File: src/rtl/lsu_pkg.sv
// Shared types and op-decoding helpers for the load/store unit.
// LSU_HALFWORD_SIGNED_EN enables the LB/LH/LHU/SH codes; without it they decode as NONE.
package lsu_pkg;

  typedef enum logic [3:0] {
    NONE = 4'd0,
    LW   = 4'd1,
    LBU  = 4'd2,
    SW   = 4'd3,
    SB   = 4'd4,
    LB   = 4'd5,
    LH   = 4'd6,
    LHU  = 4'd7,
    SH   = 4'd8
  } lsu_op_t;

  typedef enum logic [1:0] {
    IDLE,
    REQ,
    WAIT
  } lsu_state_t;

  // Map a raw op code onto the ops this build supports; anything else is a pass-through.
  function automatic lsu_op_t eff_op(input logic [3:0] op);
    case (op)
      LW, LBU, SW, SB: return lsu_op_t'(op);
`ifdef LSU_HALFWORD_SIGNED_EN
      LB, LH, LHU, SH: return lsu_op_t'(op);
`endif
      default:         return NONE;
    endcase
  endfunction

  function automatic logic is_load(input lsu_op_t op);
    return op inside {LW, LBU, LB, LH, LHU};
  endfunction

  function automatic logic is_store(input lsu_op_t op);
    return op inside {SW, SB, SH};
  endfunction

  function automatic logic is_misaligned(input lsu_op_t op, input logic [1:0] offset);
    return ((op inside {LW, SW}) && (offset != 2'b00)) ||
           ((op inside {LH, LHU, SH}) && offset[0]);
  endfunction

endpackage

File: src/rtl/lsu_load_extract.sv
// Combinational load-data alignment: selects the addressed byte/halfword and extends it.
// Signed and halfword variants exist only under LSU_HALFWORD_SIGNED_EN.
module lsu_load_extract
  import lsu_pkg::*;
(
  input  logic [31:0] rdata,
  input  logic [1:0]  offset,
  input  lsu_op_t     op,
  output logic [31:0] value
);

  logic [7:0] lane [4];
  logic [7:0] byte_sel;

  generate
    for (genvar gi = 0; gi < 4; gi++) begin : g_lane
      assign lane[gi] = rdata[8*gi +: 8];
    end
  endgenerate

  assign byte_sel = lane[offset];

`ifdef LSU_HALFWORD_SIGNED_EN
  logic [15:0] half_sel;
  assign half_sel = offset[1] ? rdata[31:16] : rdata[15:0];
`endif

  always_comb begin
    value = rdata;
    case (op)
      LBU:     value = {24'b0, byte_sel};
`ifdef LSU_HALFWORD_SIGNED_EN
      LB:      value = {{24{byte_sel[7]}}, byte_sel};
      LH:      value = {{16{half_sel[15]}}, half_sel};
      LHU:     value = {16'b0, half_sel};
`endif
      default: value = rdata;
    endcase
  end

endmodule

File: src/rtl/load_store_unit.sv
// Memory stage: issues req/gnt/rvalid accesses with byte-lane steering and writes back loads.
// LSU_HALFWORD_SIGNED_EN adds LB/LH/LHU/SH support.
module load_store_unit
  import lsu_pkg::*;
#(
  parameter int DATA_WIDTH     = 32,
  parameter int ADDR_WIDTH     = 32,
  parameter int REG_ADDR_WIDTH = 5
) (
  input  logic                      clk,
  input  logic                      rst_n,
  input  logic                      ex_valid,
  output logic                      ex_ready,
  input  logic [3:0]                ex_op,
  input  logic [ADDR_WIDTH-1:0]     ex_addr,
  input  logic [DATA_WIDTH-1:0]     ex_wdata,
  input  logic [REG_ADDR_WIDTH-1:0] ex_rd,
  output logic                      dmem_req,
  output logic                      dmem_we,
  output logic [ADDR_WIDTH-1:0]     dmem_addr,
  output logic [3:0]                dmem_be,
  output logic [DATA_WIDTH-1:0]     dmem_wdata,
  input  logic                      dmem_gnt,
  input  logic                      dmem_rvalid,
  input  logic [DATA_WIDTH-1:0]     dmem_rdata,
  output logic                      wb_valid,
  output logic [REG_ADDR_WIDTH-1:0] wb_rd,
  output logic [DATA_WIDTH-1:0]     wb_data,
  output logic                      misalign,
  output logic [ADDR_WIDTH-1:0]     misalign_addr
);

  lsu_state_t                state_reg, state_next;
  lsu_op_t                   op_reg, op_next, op_in;
  logic [1:0]                off_reg, off_next;
  logic [REG_ADDR_WIDTH-1:0] rd_reg, rd_next;

  logic                      ex_ready_reg;
  logic                      req_reg, req_next;
  logic                      we_reg, we_next;
  logic [ADDR_WIDTH-1:0]     addr_reg, addr_next;
  logic [3:0]                be_reg, be_next;
  logic [DATA_WIDTH-1:0]     wdata_reg, wdata_next;
  logic                      wb_valid_reg, wb_valid_next;
  logic [REG_ADDR_WIDTH-1:0] wb_rd_reg, wb_rd_next;
  logic [DATA_WIDTH-1:0]     wb_data_reg, wb_data_next;
  logic                      misalign_reg, misalign_next;
  logic [ADDR_WIDTH-1:0]     misalign_addr_reg, misalign_addr_next;

  logic [3:0]                be_in;
  logic [DATA_WIDTH-1:0]     wdata_in;
  logic [31:0]               load_value;

  assign op_in = eff_op(ex_op);

  // Store lane steering; loads always read the whole word and extract afterwards.
  always_comb begin
    be_in    = 4'b1111;
    wdata_in = ex_wdata;
    case (op_in)
      SB: begin
        be_in    = 4'b0001 << ex_addr[1:0];
        wdata_in = {4{ex_wdata[7:0]}};
      end
`ifdef LSU_HALFWORD_SIGNED_EN
      SH: begin
        be_in    = 4'b0011 << {ex_addr[1], 1'b0};
        wdata_in = {2{ex_wdata[15:0]}};
      end
`endif
      default: ;
    endcase
  end

  lsu_load_extract u_extract (
    .rdata  (dmem_rdata),
    .offset (off_reg),
    .op     (op_reg),
    .value  (load_value)
  );

  always_comb begin
    state_next         = state_reg;
    op_next            = op_reg;
    off_next           = off_reg;
    rd_next            = rd_reg;
    req_next           = req_reg;
    we_next            = we_reg;
    addr_next          = addr_reg;
    be_next            = be_reg;
    wdata_next         = wdata_reg;
    wb_valid_next      = 1'b0;
    wb_rd_next         = wb_rd_reg;
    wb_data_next       = wb_data_reg;
    misalign_next      = 1'b0;
    misalign_addr_next = misalign_addr_reg;

    case (state_reg)
      IDLE: begin
        if (ex_valid && ex_ready_reg) begin
          if (op_in == NONE) begin
            wb_valid_next = 1'b1;
            wb_data_next  = DATA_WIDTH'(ex_addr);
            wb_rd_next    = ex_rd;
          end else if (is_misaligned(op_in, ex_addr[1:0])) begin
            misalign_next      = 1'b1;
            misalign_addr_next = ex_addr;
          end else begin
            state_next = REQ;
            op_next    = op_in;
            off_next   = ex_addr[1:0];
            rd_next    = ex_rd;
            req_next   = 1'b1;
            we_next    = is_store(op_in);
            addr_next  = {ex_addr[ADDR_WIDTH-1:2], 2'b00};
            be_next    = be_in;
            wdata_next = wdata_in;
          end
        end
      end
      REQ: begin
        if (dmem_gnt) begin
          req_next   = 1'b0;
          state_next = is_store(op_reg) ? IDLE : WAIT;
        end
      end
      WAIT: begin
        if (dmem_rvalid) begin
          state_next    = IDLE;
          wb_valid_next = 1'b1;
          wb_data_next  = load_value;
          wb_rd_next    = rd_reg;
        end
      end
      default: state_next = IDLE;
    endcase
  end

  always_ff @(posedge clk or negedge rst_n) begin
    if (!rst_n) begin
      state_reg         <= IDLE;
      op_reg            <= NONE;
      off_reg           <= 2'b00;
      rd_reg            <= '0;
      ex_ready_reg      <= 1'b1;
      req_reg           <= 1'b0;
      we_reg            <= 1'b0;
      addr_reg          <= '0;
      be_reg            <= 4'b0000;
      wdata_reg         <= '0;
      wb_valid_reg      <= 1'b0;
      wb_rd_reg         <= '0;
      wb_data_reg       <= '0;
      misalign_reg      <= 1'b0;
      misalign_addr_reg <= '0;
    end else begin
      state_reg         <= state_next;
      op_reg            <= op_next;
      off_reg           <= off_next;
      rd_reg            <= rd_next;
      ex_ready_reg      <= (state_next == IDLE);
      req_reg           <= req_next;
      we_reg            <= we_next;
      addr_reg          <= addr_next;
      be_reg            <= be_next;
      wdata_reg         <= wdata_next;
      wb_valid_reg      <= wb_valid_next;
      wb_rd_reg         <= wb_rd_next;
      wb_data_reg       <= wb_data_next;
      misalign_reg      <= misalign_next;
      misalign_addr_reg <= misalign_addr_next;
    end
  end

  assign ex_ready      = ex_ready_reg;
  assign dmem_req      = req_reg;
  assign dmem_we       = we_reg;
  assign dmem_addr     = addr_reg;
  assign dmem_be       = be_reg;
  assign dmem_wdata    = wdata_reg;
  assign wb_valid      = wb_valid_reg;
  assign wb_rd         = wb_rd_reg;
  assign wb_data       = wb_data_reg;
  assign misalign      = misalign_reg;
  assign misalign_addr = misalign_addr_reg;

endmodule

File: config.mk
export PLATFORM = sky130hd
export DESIGN_NAME = load_store_unit
export DESIGN_NICKNAME = d
export VERILOG_FILES = /design/src/rtl/lsu_pkg.sv /design/src/rtl/lsu_load_extract.sv /design/src/rtl/load_store_unit.sv
export SDC_FILE = /design/constraint.sdc
export NUM_CORES = 1
export LEC_CHECK = 0
export CORE_MARGIN = 2
export CORE_UTILIZATION = 48
export CTS_BUF_LIST = sky130_fd_sc_hd__clkbuf_8 sky130_fd_sc_hd__clkbuf_16
export CTS_CLUSTER_DIAMETER = 50
export DETAILED_ROUTE_END_ITERATION = 8
export PLACE_DENSITY = 0.84
export SETUP_SLACK_MARGIN = 0.1
export SLEW_MARGIN = 15
export SYNTH_ARGS = -nofsm -noshare
export SYNTH_HDL_FRONTEND = slang
export SYNTH_SLANG_ARGS = --single-unit
File: constraint.sdc
create_clock -name clk -period 5.5 [get_ports clk]
set_input_delay 1.1 -clock clk [delete_from_list [all_inputs] [get_ports clk]]
set_output_delay 1.1 -clock clk [all_outputs]
set_load 0.05 [all_outputs]
==> flow_metrics.py <==
metrics = {
    "worst_setup_path": {
        "required_ps": 5800,
        "slowest_delay_ps": 790,
        "critPathArrivalTime_ps": 4230,
        "crit_type": "in -> reg",
        "worstPathMaxFanout": 30,
        "cp-end-kind": "register",
        "cp_cell_sequence": "clkdlybuf4s50_1, or4b_1, o211ai_2, and2_1, inv_2, mux2_2",
        "worstSetupStartpointType": "input port",
        "cpMaxStageDelayCell": "or4b_1",
    },
    "global_routing": {
        "grt_first_pass_wirelength_um": 30800,
        "grt_pass1_vias": 5640,
        "grt_use_total_pct": 27.1,
        "grt_max_degree": 108,
        "antenna_found_initial": 0,
        "grt_overflow_total": 0,
    },
    "drt": {
        "viasPerCell": 5.46,
        "drc": 0,
        "wirelength_um": 20200,
        "num_vias": 5435,
        "wl_per_cell_um": 20.3,
        "dr.pass1.iters": 5,
        "drtIter0Drc": 401,
        "antenna_left": 0,
    },
    "synthesis": {
        "yosysMostFrequentCell": "dfrtp_1",
        "synth_area_leaders": "dfrtp_1 (55%), mux2_2 (19%), nand2_1 (3.5%)",
        "syn_area_um2": 6890,
        "synth_top_area_cell": "dfrtp_1",
        "yosysSeqAreaShare_pct": 55.6,
        "netlist.area_leader.share_pct": 55.2,
        "avgSynthCellArea_um2": 12.2,
        "yosys_warnings": 0,
        "synth.distinct_cells": 46,
        "synthCells": 565,
        "synth_enable_flop_cells": 0,
        "synth_ff_type": "dfrtp_1",
        "synthArstFlopShare_pct": 100,
        "synth_common_cells": "dfrtp_1 (152), mux2_2 (117), nand2_1 (65)",
        "ys_ff_latch": 153,
    },
    "sta": {
        "finalWorstSetupSlack_ps": 1570,
        "rsz0062_at_grt": "no",
        "fin_crit_sh_pct": 71.4,
        "worstMarginPinSlew_ps": 1040,
        "fin_tns_setup_ps": 0,
        "slew_violations": 0,
        "max_slew_margin_pct": 30.4,
        "hold_slack_ps": 491,
        "period_needed_ps": 3930,
        "max_freq_ghz": 0.255,
        "finalSetupViolCount": 0,
        "fin_skew_ps": 10.8,
        "hold_viol": 0,
    },
    "die": {
        "die_x_um": 124,
        "num_rows": 43,
        "start_util_pct": 49.5,
        "io_pins": 252,
        "coreArea_um2": 13900,
        "die_area_um2": 15300,
        "die_y_um": 124,
    },
    "clock_tree": {
        "path_clk_slew_ps": 60,
        "clock_path_buffers": 2,
        "root_buffer": "clkbuf_16",
        "clock_latency_ps": 430,
        "cts_hold_buffers": 0,
        "cts_setup_buffers": 0,
        "cts_resized": 0,
        "numCtsBuffers": 17,
        "cts_tree": "built",
        "cts.sinks": 153,
        "htree_levels": 4,
    },
    "pwr": {
        "power_density_nw_per_um2": 708,
        "cellLeakagePower_nw": 4.30,
        "ir_drop_v": 0.000605,
    },
    "layout": {
        "layout.nets": 913,
        "drive_above_1_share_pct": 20.2,
        "antenna_cells": 0,
        "synthToLayoutAreaGrowth_pct": 46.0,
    },
    "placed_design": {
        "numPortBuffers": 249,
        "gp_congestion": 0.830,
        "hpwl_um": 14200,
        "post-place-ws_ps": 1190,
    },
    "status": {
        "status": "finished, final reports clean",
    },
    "flow_run": {
        "max-cap-violations": 0,
    },
    "min_path": {
        "holdCritPathClass": "reg -> reg",
    },
}
layer usage:
layer	GRT usage, %	wire (um)	up-vias
met4	10.3	562	0
met5	0	0	-
met3	8.79	1410	49
met2	45.2	10100	216
li1	-	-	2451
met1	32.8	8100	2719
worst paths after layout:
| path | start | to | slack (ps) | cells after the start |
|---|---|---|---|---|
| hold / removal | dmem_be[1]$_DFFE_PN0P_ | dmem_be[1]$_DFFE_PN0P_ | 490 | 1 |
| min in group asynchronous | rst_n | dmem_addr[28]$_DFFE_PN0P_ | 760 | 1 |
| hold reg to reg | dmem_be[1]$_DFFE_PN0P_ | dmem_be[1]$_DFFE_PN0P_ | 490 | 1 |
| max in group asynchronous | rst_n | wb_data[20]$_DFFE_PN0P_ | 3480 | 2 |
| setup reg to reg | state_reg[1]$_DFF_PN0_ | wb_data[20]$_DFFE_PN0P_ | 2380 | 5 |
| setup / recovery | ex_op[3] | wb_data[20]$_DFFE_PN0P_ | 1570 | 6 |
placed cells by master, fill, tap and decap left out, types with 2 or more instances in the layout:
| cell | synthesis | final |
|---|---|---|
| a21oi_1 | 25 | 25 |
| a221oi_1 | 8 | 8 |
| a22o_1 | 8 | 8 |
| a22oi_1 | 2 | 2 |
| and2_1 | 9 | 9 |
| buf_4 | 4 | 4 |
| bufinv_16 | 0 | 3 |
| clkbuf_16 | 0 | 17 |
| clkbuf_8 | 0 | 3 |
| clkdlybuf4s50_1 | 0 | 248 |
| clkinv_2 | 0 | 3 |
| clkinvlp_4 | 0 | 3 |
| conb_1 | 1 | 2 |
| dfrtp_1 | 152 | 152 |
| inv_1 | 27 | 27 |
| mux2_1 | 4 | 4 |
| mux2_2 | 117 | 117 |
| mux2i_1 | 24 | 24 |
| nand2_1 | 65 | 65 |
| nand2b_1 | 3 | 3 |
| nand3_1 | 33 | 33 |
| nand3b_1 | 2 | 2 |
| nor2_1 | 12 | 12 |
| nor2b_1 | 3 | 2 |
| nor3b_1 | 2 | 2 |
| nor4b_2 | 1 | 2 |
| o21ai_0 | 4 | 4 |
| o31ai_1 | 8 | 8 |
cell type report:
type,count,area (um2)
clock inverter,11,145
fill,963,3870
inverter,28,105
timing repair buffer,254,2540
tap,180,225
sequential,153,3830
clock buffer,20,467
multi-input combinational,349,2750
kinds of logic after synthesis:
group           synth area share (%)
flops                           55.6
mux                             23.3
simple gates                    9.77
buf+inv                         4.92
compound gates                  6.32
xor+xnor                       0.127
other cells                   0.0544
metrics by stage:
step           total power [mW]  cells  util (%)  cell area, um2
3_3_place_gp               5.81    964      67.8            9450
5_1_grt                    7.40    995      72.2           10100
6_report                   7.13    995      72.2           10100
4_1_cts                    7.16    995      72.2           10100
2_1_floorplan              4.52    566         -            6900
3_5_place_dp               5.91    964      67.8            9450
report_power, final:
part	switching [mW]	internal [mW]
registers	0.349	1.67
clock network	0.468	0.746
logic	2.51	1.38
critical path: cells and delay by family:
| kind | cells | cell delay, ps |
|---|---|---|
| and+or+nand+nor | 2 | 1160 |
| muxes | 1 | 430 |
| buffers and inverters | 2 | 1140 |
| AOI/OAI and AO/OA | 1 | 380 |
Note: power is estimated with default switching activity, not from simulation.
